$ cat config.mk
export PLATFORM = sky130hd
export DESIGN_NAME = div_iter
export DESIGN_NICKNAME = d
export VERILOG_FILES = /design/src/rtl/div_iter.sv
export SDC_FILE = /design/constraint.sdc
export NUM_CORES = 1
export LEC_CHECK = 0
export BUFFER_PORTS_ARGS = -buffer_cell sky130_fd_sc_hd__buf_2
export CORE_MARGIN = 2
export CORE_UTILIZATION = 64
export CTS_BUF_LIST = sky130_fd_sc_hd__clkbuf_16
export DETAILED_ROUTE_END_ITERATION = 7
export MAX_ROUTING_LAYER = met4
export PLACE_DENSITY = 0.86
export SYNTH_ARGS = -nofsm -noshare
export SYNTH_HDL_FRONTEND = slang
export SYNTH_SLANG_ARGS = --single-unit
$ cat constraint.sdc
create_clock -name clk -period 9.89 [get_ports clk]
set_input_delay 0.4945 -clock clk [delete_from_list [all_inputs] [get_ports clk]]
set_output_delay 0.4945 -clock clk [all_outputs]
set_load 0.01 [all_outputs]
$ cat src/rtl/div_iter.sv
// Iterative restoring divider: one quotient bit per cycle, signed or unsigned,
// with a valid/ready request port and a valid/ready result port.
module div_iter #(
   parameter int WIDTH = 32,
   parameter int TAG_W = 5
) (
   input  logic             clk,
   input  logic             resetn,
   input  logic             in_valid,
   output logic             in_ready,
   input  logic             in_signed,
   input  logic [WIDTH-1:0] in_dividend,
   input  logic [WIDTH-1:0] in_divisor,
   input  logic [TAG_W-1:0] in_tag,
   input  logic             flush,
   output logic             out_valid,
   input  logic             out_ready,
   output logic [WIDTH-1:0] out_quot,
   output logic [WIDTH-1:0] out_rem,
   output logic [TAG_W-1:0] out_tag,
   output logic             out_div_zero,
   output logic             busy
);

   localparam int CNT_W = $clog2(WIDTH + 1);

   typedef enum logic [1:0] {
      IDLE = 2'd0,
      BUSY = 2'd1,
      DONE = 2'd2
   } state_t;

   state_t             state_r;
   state_t             state_nxt_s;
   logic [CNT_W-1:0]   cnt_r;
   logic [WIDTH-1:0]   quot_r;
   logic [WIDTH-1:0]   rem_r;
   logic [WIDTH-1:0]   dvsr_r;
   logic               neg_q_r;
   logic               neg_r_r;
   logic [TAG_W-1:0]   tag_r;
   logic [WIDTH-1:0]   out_quot_r;
   logic [WIDTH-1:0]   out_rem_r;
   logic [TAG_W-1:0]   out_tag_r;
   logic               out_div_zero_r;

   logic               accept_s;
   logic               div_zero_s;
   logic               last_s;
   logic [WIDTH:0]     shift_s;
   logic [WIDTH:0]     diff_s;
   logic               q_bit_s;
   logic [WIDTH-1:0]   rem_nxt_s;
   logic [WIDTH-1:0]   quot_nxt_s;
   logic [WIDTH-1:0]   quot_fin_s;
   logic [WIDTH-1:0]   rem_fin_s;
   logic               in_ready_s;
   logic               out_valid_s;
   logic               busy_s;

   function automatic logic [WIDTH-1:0] neg_f(input logic [WIDTH-1:0] v);
      return (~v) + WIDTH'(1);
   endfunction

   // The most-negative value maps to itself, which reads correctly as an unsigned magnitude.
   function automatic logic [WIDTH-1:0] mag_f(input logic [WIDTH-1:0] v, input logic sgn);
      if (sgn && v[WIDTH-1]) begin
         return neg_f(v);
      end else begin
         return v;
      end
   endfunction

   assign accept_s   = in_valid && (state_r == IDLE) && !flush;
   assign div_zero_s = (in_divisor == {WIDTH{1'b0}});
   assign last_s     = (cnt_r == CNT_W'(WIDTH - 1));

   // State register
   always_ff @(posedge clk or negedge resetn) begin
      if (!resetn) begin
         state_r <= IDLE;
      end else begin
         state_r <= state_nxt_s;
      end
   end

   // Next-state logic; flush wins over everything
   always_comb begin
      state_nxt_s = state_r;
      if (flush) begin
         state_nxt_s = IDLE;
      end else begin
         case (state_r)
            IDLE: begin
               if (accept_s) begin
                  state_nxt_s = div_zero_s ? DONE : BUSY;
               end else begin
                  state_nxt_s = IDLE;
               end
            end
            BUSY: begin
               if (last_s) begin
                  state_nxt_s = DONE;
               end else begin
                  state_nxt_s = BUSY;
               end
            end
            DONE: begin
               if (out_ready) begin
                  state_nxt_s = IDLE;
               end else begin
                  state_nxt_s = DONE;
               end
            end
            default: state_nxt_s = IDLE;
         endcase
      end
   end

   // FSM output decode
   always_comb begin
      in_ready_s  = 1'b0;
      out_valid_s = 1'b0;
      busy_s      = 1'b1;
      case (state_r)
         IDLE: begin
            in_ready_s = 1'b1;
            busy_s     = 1'b0;
         end
         BUSY:    busy_s      = 1'b1;
         DONE:    out_valid_s = 1'b1;
         default: busy_s      = 1'b1;
      endcase
   end

   // One restoring step: shift in the next dividend bit and trial-subtract
   always_comb begin
      shift_s = {rem_r, quot_r[WIDTH-1]};
      diff_s  = shift_s - {1'b0, dvsr_r};
      q_bit_s = !diff_s[WIDTH];
      if (q_bit_s) begin
         rem_nxt_s = diff_s[WIDTH-1:0];
      end else begin
         rem_nxt_s = shift_s[WIDTH-1:0];
      end
      quot_nxt_s = {quot_r[WIDTH-2:0], q_bit_s};
   end

   // Sign correction applied to the final step so results are ready with out_valid
   always_comb begin
      if (neg_q_r) begin
         quot_fin_s = neg_f(quot_nxt_s);
      end else begin
         quot_fin_s = quot_nxt_s;
      end
      if (neg_r_r) begin
         rem_fin_s = neg_f(rem_nxt_s);
      end else begin
         rem_fin_s = rem_nxt_s;
      end
   end

   // Iteration counter
   always_ff @(posedge clk or negedge resetn) begin
      if (!resetn) begin
         cnt_r <= {CNT_W{1'b0}};
      end else if (flush || (state_r != BUSY) || last_s) begin
         cnt_r <= {CNT_W{1'b0}};
      end else begin
         cnt_r <= cnt_r + CNT_W'(1);
      end
   end

   // Operand capture at acceptance, then shift/subtract while BUSY
   always_ff @(posedge clk or negedge resetn) begin
      if (!resetn) begin
         quot_r  <= {WIDTH{1'b0}};
         rem_r   <= {WIDTH{1'b0}};
         dvsr_r  <= {WIDTH{1'b0}};
         neg_q_r <= 1'b0;
         neg_r_r <= 1'b0;
         tag_r   <= {TAG_W{1'b0}};
      end else if (accept_s) begin
         quot_r  <= mag_f(in_dividend, in_signed);
         rem_r   <= {WIDTH{1'b0}};
         dvsr_r  <= mag_f(in_divisor, in_signed);
         neg_q_r <= in_signed && (in_dividend[WIDTH-1] ^ in_divisor[WIDTH-1]);
         neg_r_r <= in_signed && in_dividend[WIDTH-1];
         tag_r   <= in_tag;
      end else if (state_r == BUSY) begin
         quot_r <= quot_nxt_s;
         rem_r  <= rem_nxt_s;
      end else begin
         quot_r <= quot_r;
         rem_r  <= rem_r;
      end
   end

   // Result registers, written only when an operation completes
   always_ff @(posedge clk or negedge resetn) begin
      if (!resetn) begin
         out_quot_r     <= {WIDTH{1'b0}};
         out_rem_r      <= {WIDTH{1'b0}};
         out_tag_r      <= {TAG_W{1'b0}};
         out_div_zero_r <= 1'b0;
      end else if (accept_s && div_zero_s) begin
         out_quot_r     <= {WIDTH{1'b1}};
         out_rem_r      <= in_dividend;
         out_tag_r      <= in_tag;
         out_div_zero_r <= 1'b1;
      end else if ((state_r == BUSY) && last_s && !flush) begin
         out_quot_r     <= quot_fin_s;
         out_rem_r      <= rem_fin_s;
         out_tag_r      <= tag_r;
         out_div_zero_r <= 1'b0;
      end else begin
         out_quot_r     <= out_quot_r;
         out_rem_r      <= out_rem_r;
         out_tag_r      <= out_tag_r;
         out_div_zero_r <= out_div_zero_r;
      end
   end

   assign in_ready     = in_ready_s;
   assign out_valid    = out_valid_s;
   assign busy         = busy_s;
   assign out_quot     = out_quot_r;
   assign out_rem      = out_rem_r;
   assign out_tag      = out_tag_r;
   assign out_div_zero = out_div_zero_r;

endmodule

* Word level (Yosys, flattened, before mapping)
Index checks and enable logic that the tools add are counted.
** Cells by class
- Add/sub/neg operators :: 6
- Equal/unequal tests :: 4
- Muxes and demuxes :: 27
- Bitwise gates (word level) :: 5
- Reduce and logical (&&, ||, !) cells :: 16
** Operators by type and width (number)
- 2-to-1 mux 32 bit :: 13
- adder 32 x 1 -> 32 bit (second input constant) :: 4
- NOT 32 bit :: 4
- subtractor 33 x 32 -> 33 bit :: 1
- zero test 32 bit :: 1
- 2-to-1 mux 2 bit :: 5
- 2-to-1 mux 5 bit :: 2
- logical AND 1 bit :: 8
- adder 6 x 1 -> 6 bit (second input constant) :: 1
- equality test 6 x 5 -> 1 bit (second input constant) :: 1
- 2-to-1 mux 6 bit :: 1
- one-hot mux 2 bit (3 select lines) :: 1
- 2-to-1 mux 1 bit :: 5
- nonzero test 2 bit :: 2
- equality test 2 x 1 -> 1 bit (second input constant) :: 1
- equality test 2 bit (second input constant) :: 1
- zero test 1 bit :: 2
- zero test 2 bit :: 1
- logical OR 1 bit :: 2
- inequality test 2 x 1 -> 1 bit (second input constant) :: 1
- bitwise XOR 1 bit :: 1
** Word-level totals
- Bits in registers :: 181
- Bits of input ports :: 75
- Output and inout port bits :: 73
- Logic and storage cells :: 70

* Depth between registers and ports, before layout
Gate-level depths: netlist of the first run.
- Depth in word-level cells :: 7
- Gate-level depth with buffers :: 24
- Mapped depth without buffers :: 21

* Least setup slack after synthesis of the first run
No wires, ideal clock.
- Path type :: flip-flop to flip-flop
- From :: register quot_r[31]
- To :: register out_rem_r[26], in the netlist out_rem[26]
- Library setup time :: 131 ps
- Arrival time :: 4677 ps
- Required time :: 9759 ps
- Slack :: 5082 ps
- Stages on the path, launching flop included :: 25
- Buffers on the path :: 3
- Clock period less this slack :: 4808 ps
- Cells stage by stage :: dfrtp_1 > inv_1 > ha_1 > fa_1 > nor2b_1 > o31a_1 > o211ai_2 > a2111oi_4 > o21a_4 > nor2_8 > inv_4 > buf_2 > buf_4 > clkbuf_1 > nor2_1 > a21oi_1 > ha_1 > inv_1 > nor4_1 > nand4b_1 > nor4_2 > o21ai_2 > o31ai_2 > xnor2_1 > o21ai_1
** On the way
- Word-level cells in the longest chain between the ends :: 7
** RTL lines
- start: declaration :: RTL line 36 : logic [WIDTH-1:0] quot_r;
- start signal: assignment :: RTL line 177 : quot_r <= {WIDTH{1'b0}};
- start signal: assignment :: RTL line 184 : quot_r <= mag_f(in_dividend, in_signed);
- start signal: assignment :: RTL line 191 : quot_r <= quot_nxt_s;
- subtractor 33 x 32 -> 33 bit :: RTL line 139 : diff_s = shift_s - {1'b0, dvsr_r};
- 2-to-1 mux 32 bit (*) :: RTL line 141 : if (q_bit_s) begin
- NOT 32 bit :: RTL line 62 : return (~v) + WIDTH'(1);
- adder 32 x 1 -> 32 bit :: RTL line 62
- 2-to-1 mux 32 bit (*) :: RTL line 156 : if (neg_r_r) begin
- 2-to-1 mux 32 bit (*) :: RTL line 211 : end else if ((state_r == BUSY) && last_s && !flush) begin
- 2-to-1 mux 32 bit (*) :: RTL line 206 : end else if (accept_s && div_zero_s) begin
- end signal: assignment :: RTL line 208 : out_rem_r <= in_dividend;
- end signal: assignment :: RTL line 213 : out_rem_r <= rem_fin_s;
- end signal: assignment :: RTL line 218 : out_rem_r <= out_rem_r;
- end: declaration :: RTL line 43 : logic [WIDTH-1:0] out_rem_r;
Every way passes the cells marked *; elsewhere a longest branch is shown, timed or not. The select of a mux whose other input is x is not followed.
A chain may end at the register's enable or synchronous reset.

* Worst setup path in the final report of the first run
- From :: register quot_r[31]
- To :: register out_rem_r[28], in the netlist out_rem[28]
Same word-level chain as after synthesis.

==> results.md, run 1 <==
- Number of nets in the layout: 1687
- Post-DP HPWL: 24400 microns
- Area growth syn-to-layout: 11.2%
- Critical path's top delay family: simple AND/OR/NAND/NOR gates
- Sequential area share after synthesis: 36.1%
- R2r worst-path depth: 20
- Synthesized cell area: 0.0125 sq mm
- Clock Latency Late Sink: roughly 0.44 ns
- RSZ-0062 raised after global routing: no
- GRT Util Overall: between 30% and 40%
- Initial DRC Count: slightly above 900
- Placed cells: around 1800
- Vias in the first global route: 10900
- Fillers: roughly 1500
- Routed WL: 32800 microns
- Post-Synth Simple-Gate Area: between 10% and 20%
- Synth Instances: around 1500
- First-pass GRT wire length: 53100 microns
- Final cell count without fillers: 1852
- Post-CTS Resized: 0
- Sequential Area: ~0.0045 sq mm
- Cell Area, Placed: 0.0134 sq mm
- Vias: 11500
- Worst-path clk slew: ~0.08 ns
- Critical path type: reg2reg
- Crit. End Element: flop
- Final Hold Fails: 0
- Compound-Gate Fraction of Synth Area: between 20% and 30%
- Power consumption: 4.31 mW
- I/O pins: 148
- Synth Net Count: 1600
- Clock sinks: between 150 and 200
- Worst slew margin: 38.7%
- Slew @ Worst Pin: 0.920 ns
- Crit path max fanout: 46
- Max Cap Viol: 0
- FF-to-FF Start: quot_r[31]
- Critical path's slowest cell: nor2_8
- Post-layout util: 72.2%
- Ys async rst share: between 90% and 100%
- Congestion Overflow GR: 0
- Largest stage delay, worst path: ~0.62 ns
- Residual DRC: 0
- Mean Syn Cell Area: between 8 and 9 sq um
- Clock skew: approximately 0.0083 ns
- Initial antenna violation count: 0
- CTS tree: yes
- Routed len/inst: 17.7 microns
- TNS Setup: 0 ns
- Setup violators final: 0
- Hold buffers post-CTS: 0
- Final ANT Viol Nets: 0
- XOR/XNOR Fraction of Synth Area: approximately a tenth
- CP bufs+invs: 3
- Main synth FF type: dfrtp_1
- LEAKAGE: 6.23 nW
- CP Cell Sequence: inv_1 -> ha_1 -> fa_1 -> nor2b_1 -> o31a_1 -> o211ai_2 -> a2111oi_4 -> nor3_4 -> nor2_8 -> inv_4 -> a21oi_1 -> ha_1 -> inv_1 -> nor4_1 -> nand4b_1 -> nor4_2 -> o21ai_2 -> o41ai_2 -> xnor2_1 -> o21ai_1
- Die H: 144 microns
- Largest net degree at the start of global routing: 81
- Max Root-Sink Buffers: 2
- Status: complete, no violations
- Fraction of layout cells with a size suffix above 1: between 10% and 20%
- Worst Path Arrival: 6.03 ns
- Combined area of the multi-input logic cells: 0.00744 sq mm
- Port bufs: 147
- RR Endpoint: out_rem[28]
- Design area: about 0.014 sq mm
- Die Area: 0.0207 sq mm
- Initial core utilization: 64.9%
- Die W: ~140 microns
- Yosys reg bits: ~180
- Post-synthesis cell type count: 89
- Setup bufs post-CTS: 0
- HP Class: in2async
- Final RePlAce weighted congestion: 0.976
- Fin crit share: 57.9%
- PwrDens: 309 mW/mm^2
- CORE AREA: just under 0.02 sq mm
- Peak VDD IR: 0.000184 V
- Req. time, crit path: 10.20 ns
- Ys Warns: 0
- Drt pass-1 iters: 6
- Drt via density: 6.23
- # H-tree levels: 4
- Max Freq: 175 MHz
- Root Buffer: clkbuf_16
- Slew Viols, Final: 0
- Largest family of logic cells by synthesized area: compound AO/OA/AOI/OAI gates
- Antenna diode count: 0
- Final critical-path required period: 5.72 ns
- R2R Setup Slk: around 4.2 ns
- Startpoint Class: flop
- Post-synth EDFFs: 0
- Post-synthesis mux area share: under 10%
- Total CTS buffers: 17
- Post-synthesis adder-cell area fraction: 3.85%
- FP Rows: 51
## cells by family after synthesis
| group | Yosys count |
|---|---|
| compound gates | 491 |
| xor+xnor | 143 |
| fa+ha+maj | 38 |
| buf+inv | 150 |
| flops | 181 |
| mux | 24 |
| simple gates | 460 |
## cell usage in the layout (no fill, tap or decap), types with 4 or more instances in the layout
cell type	netlist	layout
a211oi_1	4	4
a21o_1	9	9
a21oi_1	71	71
a21oi_2	14	14
a22oi_1	67	67
a31oi_1	8	8
and2_1	7	7
and3_1	13	13
and4_1	4	4
buf_2	18	146
buf_4	1	13
clkbuf_16	0	17
dfrtp_1	181	181
ha_1	37	37
inv_1	57	57
inv_8	0	5
mux2i_1	21	21
nand2_1	164	163
nand2b_1	5	4
nand3_1	47	47
nand3b_1	7	7
nand4_1	12	12
nor2_1	88	85
nor2b_1	5	4
nor3_1	40	39
nor3b_1	6	5
nor4_1	12	12
o211ai_1	18	18
o21a_1	6	6
o21ai_0	186	186
o21ai_1	27	27
o21ai_2	5	5
o31a_1	4	4
o31ai_1	21	21
o41ai_1	12	12
or3_1	19	19
or4_1	10	10
xnor2_1	75	75
xor2_1	68	68
## registers in the layout, summed over array words and instances, names as in the netlist
signal and cells:
cnt_r 6, tag_r 5, out_quot 32, rem_r 32
dvsr_r 32, quot_r 32, out_tag 5, neg_r_r 1
out_rem 32, neg_q_r 1, out_div_zero 1, state_r 2
## per-stage QoR
step / worst slack [ns] / hold slack, ns
3_5_place_dp: 4.20 / 0.455
3_3_place_gp: 4.45 / 0.453
5_1_grt: 3.66 / 0.0424
6_report: 4.17 / 0.00267
4_1_cts: 4.22 / 0.0208
2_1_floorplan: 5.08 / 0.199
## worst max-delay path by stage
stage	from	endpoint	slack [ns]	cells after the start
finish	quot_r[31]	out_rem[28]	4.17	20
global route	quot_r[31]	out_rem[28]	3.66	20
CTS	quot_r[31]	out_rem[28]	4.22	20
detailed placement	quot_r[31]	out_rem[28]	4.20	20
global placement	quot_r[31]	out_rem[28]	4.45	20
floorplan	quot_r[31]	out_rem[26]	5.08	24
## Yosys cell counts (all sizes together) (9+ instances only)
| cell type | n | share of area (%) |
|---|---|---|
| o31ai | 24 | 1.6 |
| nand2 | 164 | 4.9 |
| nand4 | 13 | 0.70 |
| or3 | 20 | 1.0 |
| o21ai | 218 | 8.8 |
| a21oi | 85 | 3.8 |
| or4 | 10 | 0.60 |
| nor4 | 15 | 0.90 |
| clkbuf | 65 | 1.9 |
| mux2i | 23 | 2.0 |
| nor2 | 90 | 2.8 |
| buf | 27 | 1.1 |
| nand3 | 47 | 1.9 |
| o211ai | 19 | 1.2 |
| a21o | 9 | 0.54 |
| nor3 | 41 | 1.7 |
| o41ai | 15 | 1.3 |
| xor2 | 68 | 4.7 |
| and3 | 13 | 0.65 |
| dfrtp | 181 | 36 |
| a22oi | 67 | 4.0 |
| xnor2 | 75 | 5.2 |
| inv | 58 | 1.8 |
| ha | 37 | 3.7 |
## report_power, final
group / total (mW) / leakage [nW] / internal [mW] / switching, mW
Clock: 0.675 / 0.282 / 0.339 / 0.337
Combinational: 2.61 / 3.57 / 0.964 / 1.64
Sequential: 1.03 / 2.38 / 0.863 / 0.169
Total: 4.31 / 6.23 / 2.17 / 2.15
## layout make-up
cell class	instances	area share (%)
clock inverter	15	1.15
sequential	181	32.5
multi-input combinational	1156	53.4
tap	265	2.38
timing repair buffer	160	6.02
inverter	58	1.58
clock buffer	17	3.05
## metal layers
metal	global-route usage, %	routed length [microns]	vias up
met5	-	0	-
met4	10.7	771	0
met3	5.50	2600	67
met2	53.2	15500	439
met1	43.2	13900	5484
li1	-	-	5542
Power figures use the tool's default switching activity.
==> run 2, diff against run 1 <==
CORE_UTILIZATION = 60   (was 64)
PLACE_DENSITY = 0.82   (was 0.86)
clock period = 5.8 ns   (was 9.89 ns; I/O delays follow)
==> results.md, run 2 (same netlist as run 1, synthesis figures left out) <==
- Clock sinks: 181 (unchanged)
- CORE AREA: 0.0204 sq mm (+5.3%)
- Peak VDD IR: 0.000455 V (+150%)
- Design area: 0.0140 sq mm (+0.65%)
- Max Freq: 206 MHz (+18%)
- Worst slew margin: 35.2% (-3.5 points)
- Critical path type: reg2reg
- Setup violators final: 0 (unchanged)
- Worst hold slack: 0.0551 ns (+0.0524 ns)
- Max Root-Sink Buffers: 2 (unchanged)
- Final ANT Viol Nets: 0 (unchanged)
- Crit. End Element: flop
- Initial antenna violation count: 1 (+1)
- LEAKAGE: 6.28 nW (+0.77%)
- Die Area: 0.0221 sq mm (+6.5%)
- Max Cap Viol: 0 (unchanged)
- Fraction of layout cells with a size suffix above 1: 16.0% (+0.20 points)
- Commonest non-fill, non-tap cell in the layout: o21ai_0
- Residual DRC: 0 (unchanged)
- Req. time, crit path: 6.09 ns (-4.11 ns)
- Final RePlAce weighted congestion: 0.925 (-5.2%)
- Slew @ Worst Pin: 0.972 ns (+0.0520 ns)
- Most frequent cells in the layout: o21ai_0 (186), dfrtp_1 (181), nand2_1 (163)
- Port bufs: 147 (unchanged)
- Crit path max fanout: 38 (-17%)
- RSZ-0062 raised after global routing: no
- Top Layer Used: met4
- Post-DP HPWL: 25100 microns (+2.7%)
- Area growth syn-to-layout: 11.9%
- Clock skew: 0.0122 ns (+0.00388 ns)
- CTS tree: yes
- FP Rows: 52 (+2.0%)
- Largest net degree at the start of global routing: 78 (-3.7%)
- Cell Area, Placed: 0.0134 sq mm (+0.27%)
- Final cell count without fillers: 1866 (+0.76%)
- GRT Util Overall: 31.7% (-1.4 points)
- First-pass GRT wire length: 54800 microns (+3.1%)
- Number of nets in the layout: 1692 (+0.30%)
- Die W: 149 microns (+3.2%)
- Clock Latency Late Sink: 0.44 ns (about the same)
- Vias in the first global route: 10800 (-0.92%)
- Drt via density: 6.16 (-1.0%)
- Total CTS buffers: 17 (unchanged)
- Startpoint Class: flop
- Routed len/inst: 17.9 microns (+0.90%)
- Final critical-path required period: 4.86 ns (-0.860 ns)
- I/O pins: 148 (unchanged)
- Initial DRC Count: 812 (-12%)
- Root Buffer: clkbuf_16
- Vias: 11500 (-0.26%)
- Post-CTS Resized: 0 (unchanged)
- M1 WL: 14600 microns (+4.9%)
- Placed cells: 1829 (+0.49%)
- # H-tree levels: 4 (unchanged)
- Worst Path Arrival: 5.15 ns (-0.88 ns)
- HP Class: in2reg
- Status: complete, no violations
- Die H: 149 microns (+3.2%)
- Metal3 WL: 2320 microns (-11%)
- Final Hold Fails: 0 (unchanged)
- Routed WL: 33400 microns (+1.7%)
- PwrDens: 530 mW/mm^2 (+72%)
- Congestion Overflow GR: 0 (unchanged)
- Worst-path clk slew: 0.08 ns (about the same)
- Initial core utilization: 61.6% (-3.3 points)
- Slew Viols, Final: 0 (unchanged)
- Drt pass-1 iters: 5 (-1)
- Power consumption: 7.45 mW (+73%)
- Met2 WL: 15700 microns (+1.3%)
- TNS Setup: 0 ns (unchanged)
- Fin crit share: 83.8% (+26 points)
## run 2: cell types whose count changed in the layout (fill, tap and decap cells not counted), sizes merged
cell / delta
buf: +4
clkinvlp: -2
bufinv: +1
clkinv: -1
inv: +2
diode: +4
dlygate4sd3: +1
## run 2: metrics by stage
| step | worst slack (ns) | util [%] |
|---|---|---|
| 3_5_place_dp | 1.01 | 65.8 |
| 2_1_floorplan | 0.992 | - |
| 5_1_grt | 0.577 | 68.9 |
| 3_3_place_gp | 1.18 | 65.8 |
| 6_report | 0.937 | 69.0 |
| 4_1_cts | 0.987 | 68.9 |
## run 2: layer usage
| metal | track usage (%) | vias to the layer above |
|---|---|---|
| met5 | - | - |
| met4 | 8.52 | 0 |
| met3 | 4.02 | 51 |
| met2 | 51.5 | 452 |
| met1 | 42.3 | 5424 |
| li1 | - | 5575 |
## run 2: critical path, cell delays in order (launching register included)
cell and delay [ns]:
dfrtp_1 0.37, inv_1 0.08, ha_1 0.22, fa_1 0.40, nor2b_1 0.23, o31a_1 0.21, o211ai_2 0.15, a2111oi_4 0.43
o21a_4 0.23, nor2_8 0.06, inv_4 0.07, buf_4 0.41, ha_1 0.26, nand2b_1 0.11, or3_1 0.42, o31ai_1 0.46
and3_1 0.27, nand2_1 0.07, xnor2_1 0.15, o211ai_1 0.10
## run 2: power breakdown
group / leakage [nW] / total, mW / internal, mW / switching (mW)
sequential: 2.38 / 1.77 / 1.47 / 0.296
clock: 0.306 / 1.23 / 0.632 / 0.597
combinational: 3.59 / 4.45 / 1.66 / 2.79
total: 6.28 / 7.45 / 3.77 / 3.68
## run 2: final cells by class
cell class,count,area (sq um)
timing repair buffer,165,880
fill,1646,6320
multi-input combinational,1156,7440
sequential,181,4530
antenna,4,10.0
inverter,58,220
clock inverter,15,195
clock buffer,17,425
tap,270,338
## run 2: final timing paths
check                      cells after the start            to        from  slack [ns]
setup / recovery                              19  out_quot[26]  quot_r[31]        0.94
hold / removal                                 3      tag_r[0]   in_tag[0]        0.06
setup reg to reg                              19  out_quot[26]  quot_r[31]        0.94
hold reg to reg                                1      cnt_r[0]    cnt_r[0]        0.47
max in group asynchronous                      3    dvsr_r[31]      resetn        4.06
min in group asynchronous                      2      cnt_r[0]      resetn        0.36
## run 2: timing repair
| action | 4_1_cts | 5_1_grt |
|---|---|---|
| endpoints found under the setup margin | 0 | 0 |
| buffers inserted | 0 | 0 |
| hold buffers | 1 | 0 |
| endpoints found under the hold margin | 55 | 0 |
